### config.mk
export PLATFORM = sky130hd
export DESIGN_NAME = p2_position_integrator
export DESIGN_NICKNAME = d
export VERILOG_FILES = /design/src/rtl/p2_motion_pkg.sv /design/src/rtl/x_clamp.sv /design/src/rtl/p2_position_integrator.sv
export SDC_FILE = /design/constraint.sdc
export NUM_CORES = 1
export LEC_CHECK = 0
export ABC_AREA = 1
export BUFFER_PORTS_ARGS = -buffer_cell sky130_fd_sc_hd__buf_2
export CAP_MARGIN = 0
export CORE_AREA = 2 2 168 120
export CTS_CLUSTER_DIAMETER = 40
export CTS_CLUSTER_SIZE = 25
export DETAILED_ROUTE_END_ITERATION = 10
export DIE_AREA = 0 0 170 122
export HOLD_SLACK_MARGIN = 0.02
export PLACE_DENSITY = 0.65
export SLEW_MARGIN = 10
export SYNTH_ARGS = -nofsm -noshare
export SYNTH_HDL_FRONTEND = slang
export SYNTH_SLANG_ARGS = --single-unit
### constraint.sdc
create_clock -name clk -period 6.6 [get_ports clk]
set_input_delay 0.99 -clock clk [delete_from_list [all_inputs] [get_ports clk]]
set_output_delay 0.99 -clock clk [all_outputs]
set_load 0.005 [all_outputs]
### src/rtl/p2_motion_pkg.sv
// Shared motion definitions for the player position integrators:
// state encoding, default arena bounds and the wall clamp.
package p2_motion_pkg;

  typedef enum logic [1:0] {
    ST_IDLE  = 2'd0,
    ST_WALK  = 2'd1,
    ST_LUNGE = 2'd2,
    ST_KNOCK = 2'd3
  } motion_state_t;

  localparam int X_MIN    = 0;
  localparam int X_MAX    = 638;
  localparam int SPRITE_W = 125;

  // Left edge after applying delta, held inside [lo, hi - w].
  function automatic logic signed [31:0] clamp_x(
    input logic signed [31:0] xpos,
    input logic signed [31:0] delta,
    input int                 lo,
    input int                 hi,
    input int                 w
  );
    logic signed [31:0] nx;
    nx = xpos + delta;
    if (nx < lo) begin
      nx = lo;
    end else if (nx + w > hi) begin
      nx = hi - w;
    end
    return nx;
  endfunction

endpackage

### src/rtl/x_clamp.sv
// Combinational wall clamp: next left edge and the displacement actually applied.
module x_clamp
  import p2_motion_pkg::*;
#(
  parameter int LO = X_MIN,
  parameter int HI = X_MAX,
  parameter int W  = SPRITE_W
) (
  input  logic signed [31:0] xpos,
  input  logic signed [31:0] delta,
  output logic signed [31:0] nx,
  output logic signed [31:0] applied_delta
);

  always_comb begin
    nx            = clamp_x(xpos, delta, LO, HI, W);
    applied_delta = nx - xpos;
  end

endmodule

### src/rtl/p2_position_integrator.sv
// Player-2 horizontal position integrator: per-frame source selection
// (knockback > lunge > walk > idle), wall clamp and registered X position.
module p2_position_integrator
  import p2_motion_pkg::*;
#(
  parameter int X_START      = 400,
  parameter int WALK_SPEED   = 2,
  parameter int KNOCK_SPEED  = 4,
  parameter int KNOCK_FRAMES = 8
) (
  input  logic               clk,
  input  logic               Reset_n,
  input  logic               frame_tick,
  input  logic               move_left,
  input  logic               move_right,
  input  logic               crouch,
  input  logic signed [31:0] lunge_motion,
  input  logic               hit,
  output logic signed [31:0] Xpos,
  output logic signed [31:0] X_Motion,
  output logic               knock_active
);

  localparam int unsigned CNT_W = $clog2(KNOCK_FRAMES + 1);

  motion_state_t      state_q, state_d;
  logic [CNT_W-1:0]   knock_cnt_q, knock_cnt_d;
  logic               hit_pending_q;
  logic               hit_taken_c;
  logic signed [31:0] delta_c;
  logic signed [31:0] nx_c;
  logic signed [31:0] applied_c;

  // State and output registers; everything but hit capture moves on frame_tick only.
  always_ff @(posedge clk or negedge Reset_n) begin
    if (!Reset_n) begin
      state_q       <= ST_IDLE;
      knock_cnt_q   <= '0;
      hit_pending_q <= 1'b0;
      Xpos          <= 32'(X_START);
      X_Motion      <= '0;
      knock_active  <= 1'b0;
    end else begin
      hit_pending_q <= frame_tick ? 1'b0 : (hit_pending_q | hit);
      if (frame_tick) begin
        state_q      <= state_d;
        knock_cnt_q  <= knock_cnt_d;
        Xpos         <= nx_c;
        X_Motion     <= applied_c;
        knock_active <= (state_d == ST_KNOCK);
      end
    end
  end

  // Next-state: source priority evaluated on the tick cycle.
  always_comb begin
    hit_taken_c = hit_pending_q | hit;
    state_d     = state_q;
    if (frame_tick) begin
      if (hit_taken_c || (knock_cnt_q != '0)) begin
        state_d = ST_KNOCK;
      end else if (lunge_motion != '0) begin
        state_d = ST_LUNGE;
      end else if ((move_left ^ move_right) && !crouch) begin
        state_d = ST_WALK;
      end else begin
        state_d = ST_IDLE;
      end
    end
  end

  // Raw displacement for the selected source and knockback frame counter.
  always_comb begin
    delta_c     = '0;
    knock_cnt_d = knock_cnt_q;
    case (state_d)
      ST_KNOCK: delta_c = 32'(-KNOCK_SPEED);
      ST_LUNGE: delta_c = lunge_motion;
      ST_WALK:  delta_c = move_left ? 32'(-WALK_SPEED) : 32'(WALK_SPEED);
      default:  delta_c = '0;
    endcase
    if (frame_tick) begin
      if (hit_taken_c) begin
        knock_cnt_d = CNT_W'(KNOCK_FRAMES - 1);
      end else if (knock_cnt_q != '0) begin
        knock_cnt_d = knock_cnt_q - CNT_W'(1);
      end
    end
  end

  x_clamp #(
    .LO (X_MIN),
    .HI (X_MAX),
    .W  (SPRITE_W)
  ) u_clamp (
    .xpos          (Xpos),
    .delta         (delta_c),
    .nx            (nx_c),
    .applied_delta (applied_c)
  );

endmodule

==> out/qor.txt, run 1 <==
GLOBAL ROUTING
------------------------------------------------------------------------------------
Number of antenna violations at the first check in global routing                  0
Grt ovf                                                                            0
Pin count of the biggest net entering global routing                              72
Number of global-route vias before repair                                      10775
First-pass GRT wire length                                                   52.6 mm
GRT Overall Usage                                                              31.7%

WORST SETUP PATH
------------------------------------------------------------------------------------
Critical Setup Path Class                                               input pin to flop
Standard cell with the maximum stage delay on the critical path                 fa_2
Kind of cell with the highest combined delay on the critical path       simple AND/OR/NAND/NOR gates
Delay of the slowest cell on the worst path                                  0.35 ns
Dominant cell type by count on the critical path                             nand2_1
Startpoint type of the worst setup path                                    input pin
Endpoint kind of the worst setup timing path                                    flop
Count of buffering cells on the critical path with inverters included              9
Crit path DAT                                                                7.34 ns
Critical-path maximum fanout                                                       5
Critical path required time                                                  6.80 ns

SYNTHESIS
------------------------------------------------------------------------------------
Area share of xor/xnor cells in the synthesized design                         2.69%
Number of distinct library cells after synthesis                                  45
Largest family of logic cells by synthesized area                       simple AND/OR/NAND/NOR gates
Number of nets produced by synthesis                                            1579
Synth Instances                                                                 1472
Top cell type's share of synthesized area                                      25.6%
Number of synthesis warnings                                                       0
Most frequently used cell type in the post-synthesis netlist                 nand2_1
Cell area after synthesis                                                   8480 um2
Share of synthesized area spent on multiplexers                                   0%
Async set-reset flop share out of synthesis                                     100%
FF+latch count, synth                                                             71
EDFF count, synth                                                                  0
Post-synthesis area per instance                                            5.76 um2
Dominant synthesized flop cell                                               dfrtp_1
Fraction of the mapped netlist area in compound gates                          9.39%
Proportion of synthesized chip area in sequential cells                        21.0%
Dominant cells by area after synthesis                                  nand2_1, dfrtp_1, inv_1
Cell type contributing the most total cell area after synthesis              nand2_1
Simple-gate area share of the yosys netlist                                    44.8%
Top post-synthesis cells by count                                       nand2_1, inv_1, nor2_1
Fraction of the mapped netlist area in adder cells                             10.2%

CLOCKING
------------------------------------------------------------------------------------
Bufs on Longest Clock Path                                                         2
Root Driver                                                                clkbuf_16
CTS H-tree lvls                                                                    3
Clock transition at the registers of the reported paths                      0.06 ns
Clock tree from TritonCTS                                                      built
Count of clock tree sinks                                                         71
Clock network latency to the later pin of the worst-skew pair                0.34 ns
Total clock buffers created by CTS                                                 9
Hold buffer count at cts                                                           0

ROUTING
------------------------------------------------------------------------------------
Detail-routed via count per cell                                                5.25
Drt first pass iters                                                               5
Total DRC errors in the routed layout                                              0
Average detailed-routed wire length per instance                             15.8 um
Routed wire length                                                           34.5 mm
Total via count after detailed routing                                         11484
Initial DRC count                                                               1121
Number of routed nets with antenna violations                                      0

LAYOUT
------------------------------------------------------------------------------------
Non-filler instance count after layout                                          2187
Growth of design area from synthesis to finish                                 68.3%
Layout net count                                                                2042
Number of diodes added for antenna fixing                                          0
Layout cell share with drive strength beyond 1                                 43.8%

TIMING
------------------------------------------------------------------------------------
Worst setup margin                                                         -0.540 ns
Measured slew at the worst slew-check pin                                   0.956 ns
Final cycle utilization of the critical path                                    108%
RSZ-0062 raised after global routing                                             yes
Layout Skew                                                                0.0127 ns
Rel. slew slack                                                                36.3%
Hold violation total from the final report                                         0
Count of final setup violators                                                    22
Max Slew Vio Count                                                                 0
Maximum operating frequency                                                  140 MHz
Clock period minus worst slack                                               7.14 ns

PLACE
------------------------------------------------------------------------------------
Number of placed instances, taps included                                       2098
Count of buffers from port buffering                                             102
Sum of net half-perimeters after detailed placement                          24.1 mm
Dpl ws                                                                      -1.33 ns
Last weighted congestion value of the routability-driven placer                 1.02

FLOORPLANNING
------------------------------------------------------------------------------------
Ports                                                                            104
Starting utilization of the core area                                          43.8%
Y dimension of the die                                                        122 um
Horizontal extent of the die                                                  170 um
Area of the die                                                            20700 um2
Core Footprint                                                             19400 um2
Number of core rows                                                               43

OUTCOME
------------------------------------------------------------------------------------
Violations in the final reports                                         negative setup slack
Outcome                                                                 complete, but fails checks

RUN
------------------------------------------------------------------------------------
Total of max-cap violations                                                        0

HOLD PATH
------------------------------------------------------------------------------------
Path category of the worst min-delay check                              flop to flop

-- cell families (layout without fill, tap and decap cells) --
family,after synthesis,after routing
AND/OR/NAND/NOR,904,904
buffers and inverters,261,729
AO/OA/AOI/OAI,141,141
flip-flops,71,71
adder cells (fa/ha/maj),68,68
XOR/XNOR,26,26
other,1,1
-- state kept, by name, summed over array words and instances, names as in the netlist --
register and cells:
knock_active 1, state_q 2, knock_cnt_q 4, Xpos 31, hit_pending_q 1, X_Motion 32
-- cell usage in the layout, fill, tap and decap left out, types with 25 or more instances in the layout --
master	n
nand2_1	468
ha_4	26
nand3_1	65
inv_2	25
buf_6	28
nor2_4	32
dfrtp_1	68
inv_1	205
nand2_2	93
ha_1	38
nand2_4	26
buf_2	93
nor2_1	83
buf_4	350
nand3_2	30
nand4_1	40
nor2_2	33
a21oi_1	37
-- area by class of cell --
class | instances | area [um2]
timing repair buffer | 480 | 3600
clock buffer | 11 | 243
multi-input combinational | 1140 | 7370
inverter | 233 | 882
fill | 1465 | 5100
clock inverter | 5 | 81.3
sequential | 71 | 1780
tap | 247 | 309
-- metrics by stage --
step                      hold WS, ns  setup TNS [ns]  cell area (um2)  util [%]
after floorplan                 0.457         -0.0571             8490         -
after global routing            0.498          -14.53            14300      73.6
after global placement          0.452          -20.78            11500      59.3
after detailed placement        0.455          -24.74            11500      59.3
after CTS                       0.470           -2.95            13500      69.7
final                           0.469           -7.29            14300      73.6
-- worst register-to-register path: cells and delay by family, from the launching register on --
family | cells | cell delay (ns)
xor gates and xnor gates | 1 | 0.15
and+or+nand+nor | 31 | 3.09
DFF | 1 | 0.38
buffers and inverters | 8 | 0.92
adders and majority gates | 4 | 0.93
AOI/OAI and AO/OA | 8 | 1.00
-- path summary, 6_finish.rpt --
kind,start,to,slack (ns),cells past startpoint
worst max-delay path,lunge_motion[25],X_Motion[22],-0.54,53
worst min-delay path,X_Motion[1],X_Motion[1],0.47,2
worst max register to register,knock_cnt_q[0],X_Motion[22],0,52
min in group asynchronous,Reset_n,X_Motion[6],0.79,1
worst min register to register,X_Motion[1],X_Motion[1],0.47,2
max in group asynchronous,Reset_n,Xpos[20],5.17,1
-- metal layers --
| layer | GRT usage (%) | vias to the layer above | routed length [um] |
|---|---|---|---|
| li1 | - | 5594 | - |
| met1 | 43.6 | 5279 | 15400 |
| met2 | 50.5 | 520 | 15200 |
| met3 | 5.98 | 91 | 2780 |
| met4 | 9.83 | 0 | 1140 |
| met5 | 0 | - | 0 |
-- repair_timing --
item / in CTS / in global routing
endpoints found under the setup margin: 26 / 27
setup buffers: 46 / 30
resized for setup: 289 / 155
pin swaps: 95 / 88
gates cloned: 3 / 0
Power of run 1 is not shown: default switching activity piles up to over one toggle a cycle in this logic, so the estimate is an artifact.
==> run 2, diff against run 1 <==
- SETUP_SLACK_MARGIN: unset -> 0.5
==> run 2 against run 1 <==
Net effect: the run still ends with negative setup slack left; worst setup slack worse by 0.27 ns; fmax shrank 3.7%; routed wire length increased by 12%; non-clock buffer count grew 32; via count increased by 4.0%; sequential share of layout area fell by 0.60 points; worst hold slack lost 0.0047 ns; cell count rose by 1.4%; global-route usage grew 2.3 points; highest routed layer unchanged.
==> out/qor.txt, run 2 (same netlist as run 1, synthesis figures left out) <==
ROUTING
------------------------------------------------------------------------------------
Total DRC errors in the routed layout                                              0   unchanged
Length of routed met2 wiring                                                 17.3 mm   +14%
Total via count after detailed routing                                         11947   +4.0%
Initial DRC count                                                               1011   -9.8%
Uppermost layer routed                                                          met4
Length of routed wiring on met1                                              16.2 mm   +5.3%
Average detailed-routed wire length per instance                             17.5 um   +11%
Detail-routed via count per cell                                                5.39   +2.6%
Number of routed nets with antenna violations                                      0   unchanged
Drt first pass iters                                                               6   +1
Routed wire length                                                           38.7 mm   +12%
Routed met3 length                                                           3.36 mm   +21%

GLOBAL ROUTING
------------------------------------------------------------------------------------
Number of antenna violations at the first check in global routing                  0   unchanged
Pin count of the biggest net entering global routing                              72   unchanged
First-pass GRT wire length                                                   55.3 mm   +5.2%
GRT Overall Usage                                                              34.0%   +2.3 points
Number of global-route vias before repair                                      10922   +1.4%
Grt ovf                                                                            0   unchanged

LAYOUT
------------------------------------------------------------------------------------
Layout net count                                                                2074   +1.6%
Leading cell type in the layout, fill and taps excluded                      nand2_1
Share of the core filled with cells in the final layout                        77.3%   +3.7 points
Number of diodes added for antenna fixing                                          0   unchanged
Largest registers                                                       X_Motion: 32 flops, Xpos: 31 flops, knock_cnt_q: 4 flops
Growth of design area from synthesis to finish                                 76.7%
Non-filler instance count after layout                                          2218   +1.4%
Max FFs per register                                                              32   unchanged
Total area of multi-input combinational cells                               7780 um2   +5.6%
Filler instances                                                                1354   -7.6%
Largest Register                                                            X_Motion
Layout cell share with drive strength beyond 1                                 47.3%   +3.5 points
Highest-count cells in the layout ignoring fill and taps                nand2_1, buf_4, inv_1
Storage element area                                                        1780 um2   unchanged

PLACE
------------------------------------------------------------------------------------
Number of placed instances, taps included                                       2110   +0.57%
Count of buffers from port buffering                                             102   unchanged
Last weighted congestion value of the routability-driven placer                0.963   -6.0%
Sum of net half-perimeters after detailed placement                          25.5 mm   +5.9%

CLOCKING
------------------------------------------------------------------------------------
Bufs on Longest Clock Path                                                         2   unchanged
Total clock buffers created by CTS                                                 9   unchanged
CTS H-tree lvls                                                                    3   unchanged
Root Driver                                                                clkbuf_16
Clock network latency to the later pin of the worst-skew pair                0.35 ns   about the same
Count of clock tree sinks                                                         71   unchanged
Clock transition at the registers of the reported paths                      0.07 ns   about the same
Clock tree from TritonCTS                                                      built

WORST SETUP PATH
------------------------------------------------------------------------------------
Delay of the slowest cell on the worst path                                  0.42 ns   +0.07 ns
Critical Setup Path Class                                               input pin to flop
Endpoint kind of the worst setup timing path                                    flop
Startpoint type of the worst setup path                                    input pin
Kind of cell with the highest combined delay on the critical path       simple AND/OR/NAND/NOR gates
Crit path DAT                                                                7.63 ns   +0.29 ns
Critical-path maximum fanout                                                       6   +1
Standard cell with the maximum stage delay on the critical path               nor4_2
Count of buffering cells on the critical path with inverters included              9   unchanged
Critical path required time                                                  6.81 ns   about the same
Dominant cell type by count on the critical path                             nand2_4

FLOORPLANNING
------------------------------------------------------------------------------------
Number of core rows                                                               43   unchanged
Y dimension of the die                                                        122 um   unchanged
Horizontal extent of the die                                                  170 um   unchanged
Starting utilization of the core area                                          43.8%   unchanged
Area of the die                                                            20700 um2   unchanged
Core Footprint                                                             19400 um2   unchanged
Ports                                                                            104   unchanged

TIMING
------------------------------------------------------------------------------------
Fin Setup TNS                                                              -15.35 ns   -8.06 ns
Layout Skew                                                                0.0136 ns   +0.000886 ns
Final cycle utilization of the critical path                                    112%   +4.2 points
Measured slew at the worst slew-check pin                                   0.927 ns   -0.0285 ns
Clock period minus worst slack                                               7.41 ns   +0.275 ns
Maximum operating frequency                                                  135 MHz   -3.7%
RSZ-0062 raised after global routing                                             yes
Rel. slew slack                                                                38.2%   +1.9 points
Worst setup margin                                                         -0.815 ns   -0.275 ns
Max Slew Vio Count                                                                 0   unchanged
Hold violation total from the final report                                         0   unchanged
Count of final setup violators                                                    27   +23%

RUN
------------------------------------------------------------------------------------
Total of max-cap violations                                                        0   unchanged

OUTCOME
------------------------------------------------------------------------------------
Violations in the final reports                                         negative setup slack
Outcome                                                                 complete, but fails checks

HOLD PATH
------------------------------------------------------------------------------------
Path category of the worst min-delay check                              flop to flop

run 2: changes by cell type in the layout (fill, tap and decap cells not counted), sizes merged:
cell,before,now
inv,234,233
bufinv,2,3
clkbuf,11,10
buf,480,512
run 2: cell type report:
class,count,share of cell area (%)
Clock buffer,10,1.60
Clock inverter,5,0.710
Inverter,233,5.89
Multi-Input combinational cell,1140,51.9
Sequential cell,71,11.9
Tap cell,247,2.06
Timing Repair Buffer,512,25.9
run 2: per-stage QoR:
stage	area (um2)	setup WS [ns]	hold slack [ns]
floorplan	8960	0.211	0.457
global placement	12000	-1.21	0.451
detailed placement	12000	-1.40	0.453
CTS	14000	-0.221	0.468
global route	15000	-1.12	0.514
finish	15000	-0.815	0.465
run 2: worst min-delay path, delay by kind of cell (launching register included):
family	cells	cell delay [ns]
DFF	1	0.34
and+or+nand+nor	2	0.09
run 2: worst paths after layout:
path	start	to	slack [ns]	cells past startpoint
setup / recovery	lunge_motion[8]	X_Motion[20]	-0.81	47
hold / removal	X_Motion[1]	X_Motion[1]	0.46	2
setup reg to reg	knock_cnt_q[0]	X_Motion[20]	-0.25	47
hold reg to reg	X_Motion[1]	X_Motion[1]	0.46	2
max in group asynchronous	Reset_n	X_Motion[9]	5.22	1
min in group asynchronous	Reset_n	X_Motion[28]	0.79	1
run 2: timing repair:
item                       4_1_cts  5_1_grt
setup endpoints to repair       31       31
pin swaps                      108      131
cloned                           2        0
resized for setup              284      177
hold buffers                     0        0
buffers inserted                62       29
run 2: per-layer routing:
metal	vias to the layer above	track usage [%]
met2	589	54.5
met1	5564	45.5
met5	-	0
met3	156	7.37
li1	5638	-
met4	0	11.9
Power of run 2 is left out for the same reason.
==> run 3, diff against run 2 <==
- PLACE_DENSITY: 0.65 -> 0.63
- clock period: 6.6 -> 7.3 ns (I/O delays scaled with it)
==> run 3 against run 2 <==
Net effect: the run now ends clean; worst hold slack better by 0.0055 ns; clock-buffer cell count is 2 higher; utilization is 2.7 points lower; first-iteration DRC count is 2.9% higher; die area stayed put; cell count is 1.8% lower; flip-flop and latch count stayed put; clock skew is 0.0085 ns lower; critical path depth is 6 higher; via count is 4.8% lower; critical path type unchanged; largest cell class unchanged.
==> out/qor.txt, run 3 (same netlist as run 1, synthesis figures left out) <==
LAYOUT
--------------------------------------------------------------------------------
Growth of design area from synthesis to finish                             70.5%
Highest-count cells in the layout ignoring fill and taps            nand2_1, buf_4, inv_1
Largest Register                                                        X_Motion
Number of diodes added for antenna fixing                                      0   unchanged
Largest registers                                                   X_Motion: 32 flops, Xpos: 31 flops, knock_cnt_q: 4 flops
Cell area after layout                                                 14400 um2   -3.6%
Layout net count                                                            2034   -1.9%
Share of the core filled with cells in the final layout                    74.6%   -2.7 points
Max FFs per register                                                          32   unchanged
Layout cell share with drive strength beyond 1                             46.3%   -1.0 points
Filler instances                                                            1465   +8.2%
Leading cell type in the layout, fill and taps excluded                  nand2_1

WORST SETUP PATH
--------------------------------------------------------------------------------
Crit path DAT                                                            7.44 ns   -0.19 ns
Critical-path maximum fanout                                                   8   +2
Standard cell with the maximum stage delay on the critical path             fa_2
R2R Path Start                                                      knock_cnt_q[0]
Delay of the slowest cell on the worst path                              0.35 ns   -0.07 ns
Dominant cell type by count on the critical path                         nand2_1
Startpoint type of the worst setup path                                input pin
Endpoint kind of the worst setup timing path                                flop
Cell count of the worst reg-to-reg path                                       52   +11%
Worst-case register-to-register setup slack                              0.80 ns   +1.05 ns
Reg2Reg Capture Point                                               X_Motion[24]
Critical Setup Path Class                                           input pin to flop
Critical path required time                                              7.51 ns   +0.70 ns

FLOORPLANNING
--------------------------------------------------------------------------------
Number of core rows                                                           43   unchanged
Area of the die                                                        20700 um2   unchanged
Core Footprint                                                         19400 um2   unchanged
Ports                                                                        104   unchanged
Starting utilization of the core area                                      43.8%   unchanged
Y dimension of the die                                                    122 um   unchanged
Horizontal extent of the die                                              170 um   unchanged

ROUTING
--------------------------------------------------------------------------------
Length of routed met2 wiring                                             15.3 mm   -11%
Average detailed-routed wire length per instance                         16.1 um   -7.7%
Detail-routed via count per cell                                            5.22   -3.0%
Routed met3 length                                                       2.71 mm   -20%
Uppermost layer routed                                                      met5
Number of routed nets with antenna violations                                  0   unchanged
Drt first pass iters                                                           6   unchanged
Length of routed wiring on met1                                          16.1 mm   -0.81%
Routed wire length                                                       35.1 mm   -9.3%
Total via count after detailed routing                                     11379   -4.8%
Total DRC errors in the routed layout                                          0   unchanged
Initial DRC count                                                           1040   +2.9%

HOLD PATH
--------------------------------------------------------------------------------
Path category of the worst min-delay check                          flop to flop
Cell count of the worst hold path                                              2   unchanged
Hold Startpoint                                                      X_Motion[2]
Endpoint, Worst Hold                                                 X_Motion[2]

PLACE
--------------------------------------------------------------------------------
Dpl ws                                                                 -0.921 ns   +0.480 ns
Count of buffers from port buffering                                         102   unchanged
Sum of net half-perimeters after detailed placement                      24.9 mm   -2.2%
Post-DP Area                                                           11500 um2   -4.3%
Last weighted congestion value of the routability-driven placer            0.967   +0.36%

CLOCKING
--------------------------------------------------------------------------------
CTS H-tree lvls                                                                3   unchanged
Root Driver                                                            clkbuf_16
Count of clock tree sinks                                                     71   unchanged
Bufs on Longest Clock Path                                                     2   unchanged
Total clock buffers created by CTS                                             9   unchanged
Clock network latency to the later pin of the worst-skew pair            0.34 ns   about the same
Clock tree from TritonCTS                                                  built
Clock transition at the registers of the reported paths                  0.06 ns   about the same

TIMING
--------------------------------------------------------------------------------
Worst setup margin                                                     0.0714 ns   +0.886 ns
Clock period minus worst slack                                           7.23 ns
Final cycle utilization of the critical path                               99.0%
Rel. slew slack                                                            39.8%   +1.6 points
Max Slew Vio Count                                                             0   unchanged
Layout Skew                                                           0.00507 ns   -0.00853 ns
Maximum operating frequency                                              138 MHz
Count of final setup violators                                                 0   -100%
Post-route worst hold slack                                             0.470 ns   +0.00550 ns
RSZ-0062 raised after global routing                                         yes
Hold violation total from the final report                                     0   unchanged
Measured slew at the worst slew-check pin                               0.903 ns   -0.0246 ns

GLOBAL ROUTING
--------------------------------------------------------------------------------
Pin count of the biggest net entering global routing                          72   unchanged
Number of antenna violations at the first check in global routing              1   +1
GRT Overall Usage                                                          32.0%   -2.1 points
Number of global-route vias before repair                                  10307   -5.6%
First-pass GRT wire length                                               52.4 mm   -5.3%
Grt ovf                                                                        0   unchanged

RUN
--------------------------------------------------------------------------------
Total of max-cap violations                                                    0   unchanged

OUTCOME
--------------------------------------------------------------------------------
Outcome                                                             finished clean

[run 3: area by class of cell]
type / instances / area (um2) / share of cell area, %
clock inverters: 4 / 76.3 / 0.528
inverters: 233 / 880 / 6.09
multi-input cells: 1140 / 7610 / 52.7
well taps: 247 / 309 / 2.14
repair buffers: 472 / 3520 / 24.4
flip-flops and latches: 71 / 1780 / 12.3
clock buffers: 12 / 267 / 1.84
[run 3: how the worst max path moves through the flow]
stage | startpoint | end | slack, ns | cells past startpoint
floorplan | lunge_motion[16] | X_Motion[26] | 0.50 | 45
global placement | lunge_motion[24] | X_Motion[26] | -0.73 | 52
detailed placement | lunge_motion[24] | X_Motion[26] | -0.92 | 51
CTS | lunge_motion[27] | X_Motion[26] | 0.25 | 53
global route | lunge_motion[25] | X_Motion[23] | -0.24 | 53
finish | lunge_motion[25] | X_Motion[24] | 0.07 | 53
[run 3: stage by stage]
step                setup TNS (ns)  cells
CTS                              0   2160
global route                 -2.23   2179
global placement             -9.61   2101
finish                           0   2179
detailed placement          -13.17   2101
floorplan                        0   1472
[run 3: critical path, delay by kind of cell]
kind | cells | cell delay [ns]
AND/OR/NAND/NOR | 32 | 3.33
AO/OA/AOI/OAI | 7 | 0.87
adder cells (fa/ha/maj) | 3 | 0.72
buffers and inverters | 10 | 1.26
XOR/XNOR | 1 | 0.14
[run 3: repair_timing]
action,in CTS,in global routing
hold buffers,0,0
gates resized for setup,337,183
endpoints found under the setup margin,26,26
setup buffers,41,19
cloned,2,0
pin swaps,85,109
[run 3: metal layers]
metal | GRT usage (%) | vias up
met4 | 7.32 | 2
met5 | 0 | -
met1 | 45.7 | 5245
met3 | 6.24 | 88
li1 | - | 5568
met2 | 49.9 | 476
Power of run 3 is left out for the same reason.
